## src/rtl/mips_state_dump.sv

```systemverilog
// Architectural-state dump engine: streams a register-file window, the low data-memory
// words and (with MIPS_STATE_DUMP_CHECKSUM_EN defined) a trailing checksum beat to a valid/ready sink.
module mips_state_dump #(
  parameter int FIRST_REG = 8,
  parameter int LAST_REG  = 14,
  parameter int MEM_WORDS = 5,
  parameter int DATA_W    = 32
) (
  input  logic              clk,
  input  logic              reset,
  input  logic              start,
  output logic [4:0]        rf_raddr,
  input  logic [DATA_W-1:0] rf_rdata,
  output logic [31:0]       dm_addr,
  input  logic [DATA_W-1:0] dm_rdata,
  output logic              out_valid,
  input  logic              out_ready,
  output logic [7:0]        out_tag,
  output logic [DATA_W-1:0] out_data,
  output logic              busy,
  output logic              dump_done
);

  typedef enum logic [2:0] {
    IDLE,
    REG,
    MEM,
`ifdef MIPS_STATE_DUMP_CHECKSUM_EN
    CSUM,
`endif
    FIN
  } state_t;

  localparam logic [6:0] FIRST_IDX = 7'(FIRST_REG);
  localparam logic [6:0] LAST_IDX  = 7'(LAST_REG);
  localparam logic [6:0] LAST_MEM  = 7'(MEM_WORDS - 1);

  state_t            state, state_nxt;
  logic [6:0]        idx, idx_nxt;
  logic              load;
  logic [DATA_W-1:0] src_data;
  logic [7:0]        src_tag;

`ifdef MIPS_STATE_DUMP_CHECKSUM_EN
  logic [DATA_W-1:0] csum;
`endif

  // Read ports follow idx only while walking their region, so a stall freezes them too.
  assign rf_raddr = (state == REG) ? idx[4:0] : 5'd0;
  assign dm_addr  = (state == MEM) ? {23'd0, idx, 2'b00} : 32'd0;
  assign busy     = (state != IDLE);

  always_comb begin
    state_nxt = state;
    idx_nxt   = idx;
    load      = 1'b0;
    src_data  = rf_rdata;
    src_tag   = {3'b000, idx[4:0]};
    dump_done = 1'b0;
    case (state)
      IDLE: begin
        if (start) begin
          state_nxt = REG;
          idx_nxt   = FIRST_IDX;
        end
      end
      REG: begin
        load = !out_valid || out_ready;
        if (load) begin
          if (idx == LAST_IDX) begin
            state_nxt = MEM;
            idx_nxt   = 7'd0;
          end else begin
            idx_nxt = idx + 7'd1;
          end
        end
      end
      MEM: begin
        src_data = dm_rdata;
        src_tag  = {1'b1, idx};
        load     = !out_valid || out_ready;
        if (load) begin
          if (idx == LAST_MEM) begin
`ifdef MIPS_STATE_DUMP_CHECKSUM_EN
            state_nxt = CSUM;
`else
            state_nxt = FIN;
`endif
            idx_nxt = 7'd0;
          end else begin
            idx_nxt = idx + 7'd1;
          end
        end
      end
`ifdef MIPS_STATE_DUMP_CHECKSUM_EN
      CSUM: begin
        src_data = csum;
        src_tag  = 8'hFF;
        load     = !out_valid || out_ready;
        if (load) state_nxt = FIN;
      end
`endif
      FIN: begin
        // The final beat is already in the output register; finish on its handshake.
        if (out_valid && out_ready) begin
          state_nxt = IDLE;
          dump_done = 1'b1;
        end
      end
      default: state_nxt = IDLE;
    endcase
  end

  always_ff @(posedge clk or negedge reset) begin
    if (!reset) begin
      state     <= IDLE;
      idx       <= 7'd0;
      out_valid <= 1'b0;
      out_tag   <= 8'd0;
      out_data  <= '0;
    end else begin
      state <= state_nxt;
      idx   <= idx_nxt;
      if (load) begin
        out_valid <= 1'b1;
        out_tag   <= src_tag;
        out_data  <= src_data;
      end else if (state == FIN && out_ready) begin
        out_valid <= 1'b0;
      end
    end
  end

`ifdef MIPS_STATE_DUMP_CHECKSUM_EN
  // Running sum of every register and memory word emitted, wrapping at the word width.
  always_ff @(posedge clk or negedge reset) begin
    if (!reset) begin
      csum <= '0;
    end else if (state == IDLE && start) begin
      csum <= '0;
    end else if (load && (state == REG || state == MEM)) begin
      csum <= csum + src_data;
    end
  end
`endif

endmodule

```

## config.mk

```make
export PLATFORM = sky130hd
export DESIGN_NAME = mips_state_dump
export DESIGN_NICKNAME = d
export VERILOG_FILES = /design/src/rtl/mips_state_dump.sv
export SDC_FILE = /design/constraint.sdc
export NUM_CORES = 1
export LEC_CHECK = 0
export CORE_ASPECT_RATIO = 0.75
export CORE_MARGIN = 1
export CORE_UTILIZATION = 39
export DETAILED_ROUTE_END_ITERATION = 16
export GPL_TIMING_DRIVEN = 0
export PLACE_DENSITY_LB_ADDON = 0.08
export SLEW_MARGIN = 30
export SYNTH_ARGS = -nofsm -noshare
export SYNTH_HDL_FRONTEND = slang
export SYNTH_SLANG_ARGS = --single-unit
export TNS_END_PERCENT = 30
```

## constraint.sdc

```tcl
create_clock -name clk -period 2.34 [get_ports clk]
set_clock_uncertainty 0.15 [all_clocks]
set_input_delay 0.351 -clock clk [delete_from_list [all_inputs] [get_ports clk]]
set_output_delay 0.351 -clock clk [all_outputs]
set_load 0.03 [all_outputs]
```

==> flow_metrics.py <==
metrics = {
    "sta": {
        "final.setup.tns_ns": 0,
        "setup_violations": 0,
        "rsz0062_at_grt": "false",
        "fin_crit_ns": 2.24,
        "slew_headroom": 0.657,
        "finalCritPeriodShare": 0.957,
        "drv_slew": 0,
        "fmax_ghz": 0.447,
        "hold_violations": 0,
        "max_slew.worst_pin.slew_ns": 0.515,
    },
    "synth": {
        "async_reset_ff_frac": 1.00,
        "avgSynthCellArea_sq_um": 9.70,
        "synth.distinct_cells": 37,
        "synthFlopType": "dfrtp_1",
        "synth_edf_count": 0,
        "yosys_warnings": 0,
        "yosysSeqAreaShare": 0.454,
        "netlist_instances": 284,
        "ys_seq_elements": 50,
        "netlist_area_sq_um": 2750,
    },
    "die": {
        "coreArea_sq_um": 6830,
        "num_rows": 26,
        "dieArea_sq_um": 7400,
        "io_pins": 148,
        "start_util": 0.403,
        "die_w_um": 99.0,
        "die_y_um": 74.8,
    },
    "clock_tree": {
        "h-tree-depth": 2,
        "cts.sinks": 50,
        "clkTransAtPathRegs_ns": 0.10,
        "cts_made_buffers": 5,
        "clock_latency_ns": 0.30,
        "cts_buffer_depth": 2,
        "cts_tree": "built",
        "cts_setup_buffers": 0,
        "cts_root_buf": "clkbuf_8",
    },
    "global_route": {
        "grt-ovfl-total": 0,
        "grt_max_degree": 30,
        "grt_pass1_vias": 2229,
        "grt_pass1_wl_um": 10500,
        "grt_use_total": 0.182,
        "antenna_found_initial": 0,
    },
    "setup_path": {
        "crit_fanout": 4,
        "start_kind": "flip-flop",
        "critPathArrivalTime_ns": 1.74,
        "endpoint_kind": "output port",
        "worstSetupPathType": "flip-flop to output port",
        "r2r_cells": 8,
        "r2r-end": "idx[2]",
        "reg2reg_slack_ns": 0.17,
        "crit_start": "state[0]",
        "worstPathRequired_ns": 1.84,
        "timing.rr.start": "state[0]",
    },
    "layout": {
        "area_growth_pct": 57.5,
        "fin_cells": 524,
        "postLayoutCellArea_sq_um": 4340,
        "fillerInstances": 579,
        "antenna_cells": 0,
        "drive_above_1_share": 0.139,
        "nets": 514,
        "layout_commonest_cell": "clkdlybuf4s50_1",
        "final_cell_mix": "108 x clkdlybuf4s50_1, 50 x dfrtp_1, 48 x nand2_1",
    },
    "power": {
        "clkPwrFrac": 0.132,
        "comb_power_share": 0.606,
        "p_per_area_nw_per_um2": 1290,
        "seqPwrFrac": 0.262,
        "switchingPower_mw": 2.54,
        "switching_share": 0.454,
        "intPower_mw": 3.06,
        "peakVddDrop_mv": 0.552,
        "leakage_nw": 2.02,
    },
    "place": {
        "dpl.cell_count": 515,
        "gp_congestion": 0.822,
        "hpwl_um": 5390,
        "placed_area_sq_um": 4190,
        "io_buffer_count": 122,
    },
    "run_status": {
        "status": "finished, final reports clean",
    },
    "min_path": {
        "hp-class": "input pin to asynchronous set/reset pin",
    },
    "detailed_routing": {
        "drt-vias-per-instance": 4.62,
        "drtIter0Drc": 118,
        "num_vias": 2422,
        "ant_nets": 0,
        "drc_errors": 0,
        "wl_um": 6880,
        "drt_first_pass_iters": 4,
        "routedWlPerCell_um": 13.1,
    },
    "flow_run": {
        "cap_violations": 0,
    },
}
[flip-flops by register name, summed over array words and instances (netlist names)]
signal and flops:
idx 7, out_tag 8, out_valid 1, state 2, out_data 32
[stage by stage]
step,hold slack (ns),setup WS [ns],power (mW),utilization
6_report,0.324,0.102,5.60,0.635
5_1_grt,0.338,0.00156,6.01,0.635
4_1_cts,0.336,0.00228,5.67,0.637
3_5_place_dp,0.115,-0.283,4.89,0.613
3_3_place_gp,0.310,-0.757,4.80,0.610
2_1_floorplan,-0.0946,0.375,3.60,-
[logic make-up (layout without fill, tap and decap cells)]
family | after synthesis | count (layout) | share of synthesized area
fa+ha+maj | 7 | 7 | 0.0318
compound gates | 55 | 55 | 0.118
simple gates | 84 | 84 | 0.148
other cells | 1 | 25 | 0.00136
mux | 37 | 37 | 0.136
buf+inv | 50 | 182 | 0.110
flops | 50 | 50 | 0.454
[synthesized netlist by cell type (all sizes together), types with 4 or more instances]
cell,number,share of area
ha,7,0.032
buf,37,0.093
mux2,4,0.016
and2,13,0.030
nand4,4,0.0091
inv,8,0.011
dfrtp,50,0.45
clkbuf,5,0.0068
nor2,5,0.0068
o21ai,41,0.076
mux2i,33,0.12
nand2,48,0.065
[layout make-up]
cell class | count | area [sq um] | share of cell area
Clock buffer | 6 | 82.6 | 0.0190
Buffer | 42 | 293 | 0.0675
Clock inverter | 2 | 60.1 | 0.0138
Tap cell | 84 | 105 | 0.0242
Timing Repair Buffer | 124 | 1220 | 0.282
Inverter | 8 | 30.0 | 0.00692
Sequential cell | 50 | 1250 | 0.289
Multi-Input combinational cell | 208 | 1290 | 0.298
[metal layers]
layer | vias to the layer above | track usage | share of wire | routed length [um]
met4 | 0 | 0.0265 | 0.0029 | 20
met2 | 98 | 0.306 | 0.46 | 3180
met3 | 4 | 0.0594 | 0.092 | 636
li1 | 1225 | - | - | -
met5 | - | 0 | 0 | 0
met1 | 1095 | 0.237 | 0.44 | 3040
[worst max-delay path: stages, from the launching register on]
cell and delay [ns]:
dfrtp_1 0.42, inv_2 0.06, ha_1 0.22, inv_1 0.08, clkdlybuf4s50_1 0.66
[power by group through the flow]
stage / registers, mW / logic [mW] / clock network (mW)
2_1_floorplan: 2.07 / 1.53 / 0
3_3_place_gp: 1.46 / 3.35 / 0
3_5_place_dp: 1.48 / 3.41 / 0
4_1_cts: 1.47 / 3.44 / 0.758
5_1_grt: 1.52 / 3.70 / 0.794
6_report: 1.47 / 3.39 / 0.741
[what timing repair did]
item                       CTS  global route
hold buffers                 1             0
hold endpoints to repair    21             0
setup endpoints to repair   13             9
gates resized for setup     32             5
[how the worst max path moves through the flow]
stage / cells past startpoint / endpoint
floorplan: 8 / idx[3]
global placement: 1 / out_data[31]
detailed placement: 6 / dm_addr[3]
CTS: 6 / dm_addr[2]
global route: 7 / dm_addr[8]
finish: 4 / busy
Note: power is estimated with default switching activity, not from simulation.
